### src/rtl/mem_access_unit.sv
// Memory access unit for the 16-bit multicycle core: owns PC/IR/load-data registers and
// runs fetch, load and store transactions over a handshaked bus with memory-map checks.
module mem_access_unit #(
    parameter int               WIDTH             = 16,
    parameter logic [WIDTH-1:0] INSTRUCTION_MEM   = 16'h0000,
    parameter logic [WIDTH-1:0] INTERRUPT_CONTROL = 16'h5FFF,
    parameter logic [WIDTH-1:0] DATA_STACK        = 16'h6FFE,
    parameter logic [WIDTH-1:0] IO_MEM            = 16'hCFFD,
    parameter int               TIMEOUT           = 15
) (
    input  logic             clk,
    input  logic             reset,
    input  logic             fetch_req,
    input  logic             ld_req,
    input  logic             st_req,
    input  logic [WIDTH-1:0] addr_in,
    input  logic [WIDTH-1:0] wdata,
    input  logic             pc_load,
    input  logic [WIDTH-1:0] pc_next,
    output logic             busy,
    output logic             done,
    output logic             fault,
    output logic [1:0]       fault_cause,
    output logic [WIDTH-1:0] fault_addr,
    output logic [WIDTH-1:0] pc,
    output logic [WIDTH-1:0] instr,
    output logic [WIDTH-1:0] rdata,
    output logic             mem_req,
    output logic             mem_we,
    output logic [WIDTH-1:0] mem_addr,
    output logic [WIDTH-1:0] mem_wdata,
    output logic             io_sel,
    input  logic             mem_ready,
    input  logic [WIDTH-1:0] mem_rdata
);

    typedef enum logic [1:0] {IDLE, BUS, FAULT} state_t;

    localparam logic [1:0] CAUSE_NONE    = 2'b00;
    localparam logic [1:0] CAUSE_FETCH   = 2'b01;
    localparam logic [1:0] CAUSE_STORE   = 2'b10;
    localparam logic [1:0] CAUSE_TIMEOUT = 2'b11;

    localparam logic [1:0] OP_FETCH = 2'd0;
    localparam logic [1:0] OP_LOAD  = 2'd1;
    localparam logic [1:0] OP_STORE = 2'd2;

    localparam logic [7:0] TIMEOUT_CNT = 8'(TIMEOUT);

    // Reject memory maps whose regions overlap or are out of order at elaboration time.
    if (TIMEOUT < 1 || TIMEOUT > 255 || DATA_STACK <= INTERRUPT_CONTROL || DATA_STACK >= IO_MEM)
    begin : g_paramCheck
        $error("mem_access_unit: illegal TIMEOUT or memory map parameters");
    end

    state_t           r_state;
    state_t           w_nextState;
    logic [WIDTH-1:0] r_pc;
    logic [WIDTH-1:0] r_instr;
    logic [WIDTH-1:0] r_rdata;
    logic [WIDTH-1:0] r_faultAddr;
    logic [1:0]       r_faultCause;
    logic [WIDTH-1:0] r_memAddr;
    logic [WIDTH-1:0] r_memWdata;
    logic             r_we;
    logic [1:0]       r_op;
    logic [7:0]       r_waitCnt;
    logic             r_done;
    logic             r_fault;

    logic             w_accept;
    logic             w_rangeFault;
    logic             w_timeout;
    logic [WIDTH-1:0] w_fetchAddr;
    logic [WIDTH-1:0] w_reqAddr;
    logic [1:0]       w_reqOp;

    // A same-cycle pc_load redirects the fetch itself to the branch target.
    always_comb begin
        w_fetchAddr  = pc_load ? pc_next : r_pc;
        w_accept     = (r_state == IDLE) && (fetch_req || ld_req || st_req);
        w_reqAddr    = fetch_req ? w_fetchAddr : addr_in;
        w_reqOp      = fetch_req ? OP_FETCH : (ld_req ? OP_LOAD : OP_STORE);
        w_rangeFault = fetch_req ? (w_fetchAddr > INTERRUPT_CONTROL)
                                 : (!ld_req && st_req && (addr_in <= INTERRUPT_CONTROL));
        w_timeout    = (r_state == BUS) && !mem_ready && (r_waitCnt == TIMEOUT_CNT);
    end

    always_ff @(posedge clk or negedge reset) begin
        if (!reset) begin
            r_state <= IDLE;
        end else begin
            r_state <= w_nextState;
        end
    end

    always_comb begin
        w_nextState = r_state;
        case (r_state)
            IDLE:    if (w_accept) w_nextState = w_rangeFault ? FAULT : BUS;
            BUS:     if (mem_ready) w_nextState = IDLE;
                     else if (w_timeout) w_nextState = FAULT;
            FAULT:   w_nextState = IDLE;
            default: w_nextState = IDLE;
        endcase
    end

    always_ff @(posedge clk or negedge reset) begin
        if (!reset) begin
            r_pc         <= INSTRUCTION_MEM;
            r_instr      <= '0;
            r_rdata      <= '0;
            r_faultAddr  <= '0;
            r_faultCause <= CAUSE_NONE;
            r_memAddr    <= '0;
            r_memWdata   <= '0;
            r_we         <= 1'b0;
            r_op         <= OP_FETCH;
            r_waitCnt    <= '0;
            r_done       <= 1'b0;
            r_fault      <= 1'b0;
        end else begin
            r_done  <= 1'b0;
            r_fault <= 1'b0;
            case (r_state)
                IDLE: begin
                    if (pc_load && !fetch_req) begin
                        r_pc <= pc_next;
                    end
                    if (w_accept) begin
                        if (w_rangeFault) begin
                            r_faultCause <= fetch_req ? CAUSE_FETCH : CAUSE_STORE;
                            r_faultAddr  <= w_reqAddr;
                        end else begin
                            r_faultCause <= CAUSE_NONE;
                            r_memAddr    <= w_reqAddr;
                            r_memWdata   <= wdata;
                            r_we         <= (w_reqOp == OP_STORE);
                            r_op         <= w_reqOp;
                            r_waitCnt    <= '0;
                        end
                    end
                end
                BUS: begin
                    if (mem_ready) begin
                        r_done <= 1'b1;
                        if (r_op == OP_FETCH) begin
                            r_instr <= mem_rdata;
                            r_pc    <= r_memAddr + WIDTH'(1);
                        end else if (r_op == OP_LOAD) begin
                            r_rdata <= mem_rdata;
                        end
                    end else if (w_timeout) begin
                        r_faultCause <= CAUSE_TIMEOUT;
                        r_faultAddr  <= r_memAddr;
                    end else begin
                        r_waitCnt <= r_waitCnt + 8'd1;
                    end
                end
                FAULT: begin
                    r_done  <= 1'b1;
                    r_fault <= 1'b1;
                end
                default: ;
            endcase
        end
    end

    assign busy        = (r_state != IDLE);
    assign done        = r_done;
    assign fault       = r_fault;
    assign fault_cause = r_faultCause;
    assign fault_addr  = r_faultAddr;
    assign pc          = r_pc;
    assign instr       = r_instr;
    assign rdata       = r_rdata;
    assign mem_req     = (r_state == BUS);
    assign mem_we      = (r_state == BUS) && r_we;
    assign io_sel      = (r_state == BUS) && (r_memAddr >= IO_MEM);
    assign mem_addr    = r_memAddr;
    assign mem_wdata   = r_memWdata;

endmodule

### config.mk
export PLATFORM = sky130hd
export DESIGN_NAME = mem_access_unit
export DESIGN_NICKNAME = d
export VERILOG_FILES = /design/src/rtl/mem_access_unit.sv
export SDC_FILE = /design/constraint.sdc
export NUM_CORES = 1
export LEC_CHECK = 0
export CORE_MARGIN = 2
export CORE_UTILIZATION = 34
export DETAILED_ROUTE_END_ITERATION = 12
export GPL_ROUTABILITY_DRIVEN = 0
export GPL_TIMING_DRIVEN = 0
export PLACE_DENSITY = 0.6
export RECOVER_POWER = 50
export SLEW_MARGIN = 15
export SYNTH_ARGS = -nofsm -noshare
export SYNTH_HDL_FRONTEND = slang
export SYNTH_SLANG_ARGS = --single-unit
### constraint.sdc
create_clock -name clk -period 3.3 [get_ports clk]
set_input_delay 0.66 -clock clk [delete_from_list [all_inputs] [get_ports clk]]
set_output_delay 0.66 -clock clk [all_outputs]
set_load 0.01 [all_outputs]
# [Word-level counts from Yosys, hierarchy flattened]
# Cells that the tools add are included.
[op_classes] n_addsub=2 magnitude_cmp=3 eq_ne=15 n_mux=33 bitwise_logic=2 n_reduce_logical=25
[ops] cell="2-to-1 mux 16 bit" count=9
[ops] cell="one-hot mux 16 bit (2 select lines)" count=2
[ops] cell="2-to-1 mux 8 bit" count=4
[ops] cell="2-to-1 mux 2 bit" count=11
[ops] cell="adder 16 x 1 -> 16 bit, second input constant" count=1
[ops] cell=">= comparator 16 bit, second input constant" count=1
[ops] cell="greater-than comparator 16 x 15 -> 1 bit, second input constant" count=1
[ops] cell="less-or-equal comparator 16 x 15 -> 1 bit, second input constant" count=1
[ops] cell="one-hot mux 8 bit (2 select lines)" count=1
[ops] cell="AND reduction 4 bit" count=3
[ops] cell="inequality test 2 bit, second input constant" count=5
[ops] cell="AND reduction 5 bit" count=2
[ops] cell="adder 8 x 1 -> 8 bit, second input constant" count=1
[ops] cell="== test 8 x 4 -> 1 bit, second input constant" count=1
[ops] cell="logical AND 1 bit" count=8
[ops] cell="inequality test 2 x 1 -> 1 bit, second input constant" count=4
[ops] cell="one-hot mux 2 bit (2 select lines)" count=2
[ops] cell="AND reduction 3 bit" count=2
[ops] cell="== test 2 x 1 -> 1 bit, second input constant" count=2
[ops] cell="== test 2 bit, second input constant" count=2
[ops] cell="zero test 2 bit" count=2
[ops] cell="nonzero test 2 bit" count=2
[ops] cell="zero test 1 bit" count=3
[ops] cell="2-to-1 mux 1 bit" count=3
[ops] cell="other kinds (5)" count=7
[word_totals] reg_bits=113 wordCells=93

# [Longest topological paths before layout]
# Gate-level depths: netlist of the first run.
[logic_depth] depth_word=7 depth_mapped=8 ltp_nobuf=7

# [Worst setup path before layout of the first run]
# Ideal clock, no wire load.
[synth_path] path_type="reg2reg" start="reg r_state[1]" end="reg r_instr[10], in the netlist instr[10]" arrival_ns=2.260 required_time_ns=3.175 slack_ns=0.915 stages_incl_launch_ff=7 path_buffers=1 period_less_slack_ns=2.385 path_cell_list="dfrtp_1 inv_1 ha_1 clkinv_1 nor4_2 buf_2 mux2_2"
[synth_between] elab_chain_len=2
[synth_rtl] item="start: declaration" line_no="56" text="state_t r_state;"
[synth_rtl] item="start signal: assignment" line_no="93" text="r_state <= w_nextState;"
[synth_rtl] item="== test 2 x 1 -> 1 bit"
[synth_rtl] item="net mem_req" line_no="28" text="output logic mem_req,"
[synth_rtl] item="AND reduction 3 bit (no source line)"
[synth_rtl] item="end signal: assignment" line_no="148" text="r_instr <= mem_rdata;"
[synth_rtl] item="end: declaration" line_no="59" text="logic [WIDTH-1:0] r_instr;"
# The timed path passes the listed nets, and every way through them passes these cells.
# A chain may end at the register's enable or synchronous reset.

# [Worst setup path in the final report of the first run]
[layout_path] start="reg r_memAddr[6], in the netlist mem_addr[6]" end="out io_sel"
[layout_between] elab_chain_len=2
[layout_rtl] item="start: declaration" line_no="63" text="logic [WIDTH-1:0] r_memAddr;"
[layout_rtl] item="start signal: assignment" line_no="136" text="r_memAddr <= w_reqAddr;"
[layout_rtl] item=">= comparator 16 bit" line_no="179" text="assign io_sel = (r_state == BUS) && (r_memAddr >= IO_MEM);"
[layout_rtl] item="logical AND 1 bit" line_no="179"
[layout_rtl] item="end: declaration" line_no="32" text="output logic io_sel,"
# No other way between the ends.

==> summary.md, run 1 <==
| Metric | Value |
|---|---|
| Status | finished with violations |
| Failing checks | max-capacitance violations, max-slew violations |
| Primary FF master, synth | dfrtp_1 |
| Sequential share of power | 0.339 |
| # diodes | 0 |
| Core Box Area | 0.0159 mm² |
| Hold Path Class | reg -> reg |
| Place WS | -249 ps |
| Crit path buf inv count | 1 |
| Syn_nets | between 500 and 600 |
| First-pass GRT wire length | 26700 µm |
| Cts bufs inserted | 9 |
| Clock-pin slew on the worst setup and hold paths | 80 ps |
| Chip Width | 132 µm |
| Port Buffers | 174 |
| Slowest cell on crit path | clkdlybuf4s50_1 |
| Skew final | 7.99 ps |
| Post-synth EDFFs | 0 |
| Endpoints failing setup | 0 |
| Clk_lat worst skew | 360 ps |
| Mapped Cells | 500 |
| Post-route ant nets | 0 |
| Pre-Repair DR Iteration Count | 7 |
| Worst slew margin relative to its limit | -0.130 |
| Slew of the pin with the lowest slew margin | roughly 1700 ps |
| Crit-path max cell delay | about 600 ps |
| CP Cell Sequence | nand4_1 > or3_1 > nor3_1 > nor3_1 > nor3b_1 > clkdlybuf4s50_1 |
| Final instance area | 0.00788 mm² |
| Number of global-route vias before repair | 4860 |
| CP Data Arrival Time | between 2000 and 3000 ps |
| CTS max path bufs | 2 |
| Top cell type's share of synthesized area | 0.507 |
| RSZ-0062 raised after global routing | no |
| Unique masters post-synth | 60 |
| TritonCTS clock tree | yes |
| Global route overflow | 0 |
| Sequential area share after synthesis | 0.507 |
| NumNets Final | 762 |
| IO Pins | around 180 |
| Synth top area cells | dfrtp_1, mux2_2, o21ai_0 |
| Final hold violations | 0 |
| Crit Path Category | reg -> out |
| Async SR Flop Fraction | 1.00 |
| Synth area leader | dfrtp_1 |
| Syn_area_per_cell | 11.1 µm² |
| Int Pwr | approximately 4.7 mW |
| CP Launch Type | flip-flop |
| Routed wire length | around 17000 µm |
| Drt via density | 5.17 |
| Crit path capture type | primary output |
| Pleak | 3.33 nW |
| Final std cells w/o fill | 905 |
| Critical path fanouts, max | 8 |
| Sw Share | 0.373 |
| Hpwl dp | about 12000 µm |
| Clock root cell | clkbuf_16 |
| Initial Utilization | 0.348 |
| CTS HTree Levels | 3 |
| Clock network fraction of total power | 0.153 |
| Peak VDD IR | 0.543 mV |
| Worst Setup Slack, final | 69.7 ps |
| Largest net degree at the start of global routing | 66 |
| Number of clock sinks | 112 |
| P_sw | 2.82 mW |
| Delay-heaviest family, CP | simple AND/OR/NAND/NOR gates |
| Placed Cells | between 800 and 900 |
| Min cycle time layout | around 3200 ps |
| Avg WL per Cell | around 19 µm |
| Std-Cell Rows | 46 |
| Syn Std Cell Area | roughly 0.0055 mm² |
| Most frequent cells in the layout | clkdlybuf4s50_1, dfrtp_1, mux2_2 |
| Starting DRT DRC Count | between 200 and 300 |
| Total power | ~7.6 mW |
| Post-cts hold buffer count | 0 |
| Tcrit/Tclk final | 0.979 |
| Placement Cell Area | 0.00757 mm² |
| Fmax | 310 MHz |
| Remaining DRCs | 0 |
| Chip height | 132 µm |
| Most common cell after layout, fill and taps aside | clkdlybuf4s50_1 |
| P&R area growth vs syn | 42.3% |
| Max-Cap Viols | 1 |
| Combinational fraction of design power | 0.508 |
| Most frequent cell on the critical path | nor3_1 |
| Final Max Slew Viols | 65 |
| Die footprint | 0.0173 mm² |
| Layout cells sized above 1 | 0.164 |
| Req. time, crit path | ~2600 ps |
| Initial antenna violation count | 0 |
| All-Layer GR Usage | 0.195 |
| Fill count | approximately 1500 |
| Synth warnings | 0 |
| Via Count | roughly 4700 |
| Yosys reg bits | approximately 110 |
| Pwr/cell area | ~960 mW/mm² |
[area by class of cell]
type                       instances  area [µm²]  share of cell area
buffer                            23         101              0.0129
clock buffer                      11         243              0.0308
clock inverter                     5        63.8             0.00810
inverter                          15        57.6             0.00731
multi-input combinational        348        2570               0.326
sequential                       112        2810               0.356
tap                              216         270              0.0343
timing repair buffer             175        1760               0.224
[through the flow]
stage	hold WS, ps	setup TNS, ps	utilization
after CTS	324	0	0.496
after global routing	520	0	0.496
after global placement	488	-328120	0.475
final	499	0	0.496
after detailed placement	492	-5900	0.477
after floorplan	364	0	-
[flip-flops by register name (all words and copies together), names as in the netlist]
name,cells
rdata,16
r_waitCnt,8
fault,1
instr,16
fault_cause,2
mem_addr,16
r_we,1
done,1
pc,16
r_state,2
r_op,1
mem_wdata,16
fault_addr,16
[synth_stat cells (all sizes together), types with 5 or more instances]
cell / number
buf: 8
nor3: 6
a21oi: 15
nor2: 19
mux2: 75
xnor2: 6
dfrtp: 112
nand3: 15
o21ai: 50
and2: 5
ha: 7
a21boi: 7
clkbuf: 17
mux2i: 22
nand2: 62
inv: 14
[worst paths after layout]
| kind | start | endpoint | slack (ps) | cells after the start |
|---|---|---|---|---|
| worst max-delay path | mem_addr[6]$_DFFE_PN0P_ | io_sel | 70 | 6 |
| worst min-delay path | fault_addr[2]$_DFFE_PN0P_ | fault_addr[2]$_DFFE_PN0P_ | 500 | 1 |
| worst max register to register | r_state[1]$_DFFE_PN0P_ | instr[7]$_DFFE_PN0P_ | 410 | 6 |
| worst min register to register | fault_addr[2]$_DFFE_PN0P_ | fault_addr[2]$_DFFE_PN0P_ | 500 | 1 |
| max in group asynchronous | reset | mem_addr[5]$_DFFE_PN0P_ | 1460 | 1 |
| min in group asynchronous | reset | fault_addr[13]$_DFFE_PN0P_ | 740 | 1 |
[worst register-to-register path, stage by stage, from the launching register on]
cell      delay [ps]
dfrtp_1          400
inv_1             80
ha_2             330
clkinv_2         340
nor4_2           860
buf_2            400
mux2_2           380
[layer usage]
metal,GRT usage,wire [µm],up-vias,share of wire
li1,-,-,2160,-
met1,0.239,7040,2295,0.42
met2,0.318,7900,207,0.47
met3,0.0745,1560,18,0.093
met4,0.0610,238,0,0.014
met5,0,0,-,0
[cell families after synthesis]
family	after synthesis	synth area share
AOI/OAI and AO/OA	101	0.119
xor gates and xnor gates	8	0.0127
adders and majority gates	7	0.0158
buffers and inverters	40	0.0294
DFF	112	0.507
muxes	97	0.199
and+or+nand+nor	135	0.118
[power by group through the flow]
stage | registers (mW) | clock network [mW] | logic, mW
after floorplan | 2.75 | 0 | 1.77
after global placement | 2.56 | 0 | 3.91
after detailed placement | 2.57 | 0 | 3.98
after CTS | 2.57 | 1.18 | 3.98
after global routing | 2.65 | 1.24 | 4.14
final | 2.56 | 1.15 | 3.84
[what timing repair did]
action / in CTS / in global routing
pin swaps: 0 / 0
buffers inserted: 0 / 0
setup endpoints to repair: 2 / 6
resized for setup: 3 / 4
Power figures use the tool's default switching activity.
==> run 2: changes to the inputs <==
- GPL_ROUTABILITY_DRIVEN: 0 -> default
- MAX_ROUTING_LAYER: default -> met4
==> run 2 against run 1 <==
Effect of this change:
- the flow still finishes with violations (max-capacitance violations, max-slew violations)
- sequential share of layout area about the same
- flip-flop and latch count unchanged
- critical path depth unchanged
- final cell count unchanged
- cell area about the same
- first-iteration DRC count decreased by 8.8%
- count of clock-buffer cells in the layout unchanged
- maximum frequency decreased by 0.11%
- worst setup slack got worse by 3.7 ps
- global-route usage increased by 0.58 points
- clock power about the same
==> summary.md, run 2 (synthesis gave the netlist of run 1 again) <==
| Metric | Value |
|---|---|
| Skew final | 7.88 ps (was 7.99 ps) |
| Hold EP | fault_addr[2]$_DFFE_PN0P_ (unchanged) |
| First-pass GRT wire length | 26600 µm (was 26700 µm) |
| TritonCTS clock tree | yes (unchanged) |
| Clock network fraction of total power | 0.153 (about the same) |
| Clock root cell | clkbuf_16 (unchanged) |
| Fmax | 309 MHz (was 310 MHz) |
| Routed wire length | 16800 µm (was 16700 µm) |
| Clk_lat worst skew | 360 ps (about the same) |
| Failing checks | max-capacitance violations, max-slew violations (unchanged) |
| Register-to-Register Path Depth | 6 (unchanged) |
| Final instance area | 0.00788 mm² (about the same) |
| Pleak | 3.33 nW (about the same) |
| Chip height | 132 µm (unchanged) |
| Worst slew margin relative to its limit | -0.126 (was -0.130) |
| Setup TNS Final | 0 ps (unchanged) |
| Placement Cell Area | 0.00757 mm² (unchanged) |
| Delay-heaviest family, CP | simple AND/OR/NAND/NOR gates (unchanged) |
| Layout cells sized above 1 | 0.165 (was 0.164) |
| Hold Path Stages | 1 (unchanged) |
| Final Max Slew Viols | 65 (unchanged) |
| Post-route ant nets | 0 (unchanged) |
| Most frequent cell on the critical path | nor3_1 (unchanged) |
| Initial antenna violation count | 0 (unchanged) |
| Drt via density | 5.17 (about the same) |
| Min cycle time layout | 3230 ps (about the same) |
| Flop2flop setup slack | 410 ps (about the same) |
| Endpoints failing setup | 0 (unchanged) |
| Crit-path max cell delay | 600 ps (about the same) |
| Hold Path Class | reg -> reg (unchanged) |
| Most common cell after layout, fill and taps aside | clkdlybuf4s50_1 (unchanged) |
| CTS max path bufs | 2 (unchanged) |
| Number of clock sinks | 112 (unchanged) |
| Min-delay src | fault_addr[2]$_DFFE_PN0P_ (unchanged) |
| Global route overflow | 0 (unchanged) |
| Placed Cells | 891 (unchanged) |
| CP Data Arrival Time | 2570 ps (about the same) |
| Gpl congestion | ~0.86 |
| Number of global-route vias before repair | 4869 (was 4860) |
| Req. time, crit path | 2640 ps (about the same) |
| Total power | 7.55 mW (about the same) |
| Slowest cell on crit path | clkdlybuf4s50_1 (unchanged) |
| Via Count | 4675 (was 4680) |
| Cts bufs inserted | 9 (unchanged) |
| Combinational fraction of design power | 0.508 (about the same) |
| Status | finished with violations (unchanged) |
| Std-Cell Rows | 46 (unchanged) |
| Die footprint | 0.0173 mm² (unchanged) |
| Core Box Area | 0.0159 mm² (unchanged) |
| Register Area | 0.00281 mm² (about the same) |
| # diodes | 0 (unchanged) |
| Multi-input gate area | 0.00257 mm² (unchanged) |
| Final hold violations | 0 (unchanged) |
| CTS HTree Levels | 3 (unchanged) |
| Max-Cap Viols | 1 (unchanged) |
| RSZ-0062 raised after global routing | no (unchanged) |
| Reg-to-reg critical path endpoint | instr[7]$_DFFE_PN0P_ (unchanged) |
| Clock-pin slew on the worst setup and hold paths | 80 ps (about the same) |
| R2R Path Start | r_state[1]$_DFFE_PN0P_ (unchanged) |
| Pre-Repair DR Iteration Count | 6 (was 7) |
| Largest net degree at the start of global routing | 66 (unchanged) |
| Port Buffers | 174 (unchanged) |
| Fill count | 1490 (was 1489) |
| CP Cell Sequence | nand4_1 > or3_1 > nor3_1 > nor3_1 > nor3b_1 > clkdlybuf4s50_1 (unchanged) |
| Sw Share | 0.373 (about the same) |
| CP startpoint | mem_addr[6]$_DFFE_PN0P_ (unchanged) |
| Final std cells w/o fill | 905 (unchanged) |
| Pwr/cell area | 959 mW/mm² (about the same) |
| Critical path fanouts, max | 8 (unchanged) |
| P_sw | 2.82 mW (about the same) |
| P&R area growth vs syn | 42.4% (was 42.3%) |
| Chip Width | 132 µm (unchanged) |
| Most frequent cells in the layout | clkdlybuf4s50_1, dfrtp_1, mux2_2 (unchanged) |
| Sequential share of power | 0.339 (about the same) |
| Peak VDD IR | 0.545 mV (was 0.543 mV) |
| Int Pwr | 4.73 mW (about the same) |
| Crit path capture type | primary output (unchanged) |
| All-Layer GR Usage | 0.201 (was 0.195) |
| Avg WL per Cell | 18.5 µm (about the same) |
| NumNets Final | 762 (unchanged) |
| Initial Utilization | 0.348 (unchanged) |
| Tcrit/Tclk final | 0.980 (was 0.979) |
| CP Launch Type | flip-flop (unchanged) |
| Crit path buf inv count | 1 (unchanged) |
| Starting DRT DRC Count | 258 (was 283) |
| Remaining DRCs | 0 (unchanged) |
| IO Pins | 175 (unchanged) |
| Hpwl dp | 12500 µm (unchanged) |
| Crit Path Category | reg -> out (unchanged) |
| Slew of the pin with the lowest slew margin | 1690 ps (was 1700 ps) |
==> run 2: cell counts in the layout (fill, tap and decap cells not counted) <==
Identical to the previous run, type by type.
==> run 2: cell type report <==
| class | count | share of cell area |
|---|---|---|
| flip-flops and latches | 112 | 0.356 |
| multi-input cells | 348 | 0.326 |
| repair buffers | 175 | 0.224 |
| well taps | 216 | 0.0343 |
| clock buffers | 11 | 0.0308 |
| plain buffers | 23 | 0.0129 |
| clock inverters | 5 | 0.00810 |
| inverters | 15 | 0.00731 |
==> run 2: power groups by stage <==
stage / registers, mW / clock network [mW] / logic, mW
6_report: 2.56 / 1.15 / 3.84
5_1_grt: 2.65 / 1.24 / 4.14
4_1_cts: 2.57 / 1.18 / 3.98
3_5_place_dp: 2.57 / 0 / 3.98
3_3_place_gp: 2.56 / 0 / 3.91
2_1_floorplan: 2.75 / 0 / 1.77
==> run 2: what timing repair did <==
| item | 4_1_cts | 5_1_grt |
|---|---|---|
| hold buffers | 0 | 0 |
| endpoints found under the setup margin | 2 | 6 |
| buffers inserted | 0 | 0 |
| hold endpoints to repair | 0 | 0 |
| resized for setup | 3 | 5 |
==> run 2: metal layers <==
metal	track usage	vias to the layer above	wire [µm]
met1	0.244	2304	7150
met2	0.318	194	7960
met4	0.0610	0	242
met3	0.0667	18	1420
li1	-	2159	-
met5	-	-	0
==> run 2: how the worst max path moves through the flow <==
stage                     slack (ps)                         to  cells past startpoint
final                             70                     io_sel                      6
after global routing               2                     io_sel                      6
after floorplan                  920      instr[10]$_DFFE_PN0P_                      6
after CTS                         60                     mem_we                      6
after detailed placement        -250  mem_wdata[11]$_DFFE_PN0P_                      7
after global placement         -2900      instr[10]$_DFFE_PN0P_                      1
==> run 2: per-stage QoR <==
stage	utilization	hold slack [ps]	setup slack [ps]
2_1_floorplan	-	364	915
3_3_place_gp	0.475	488	-2900
6_report	0.496	499	66.0
4_1_cts	0.496	324	57.6
5_1_grt	0.496	520	1.90
3_5_place_dp	0.477	492	-249
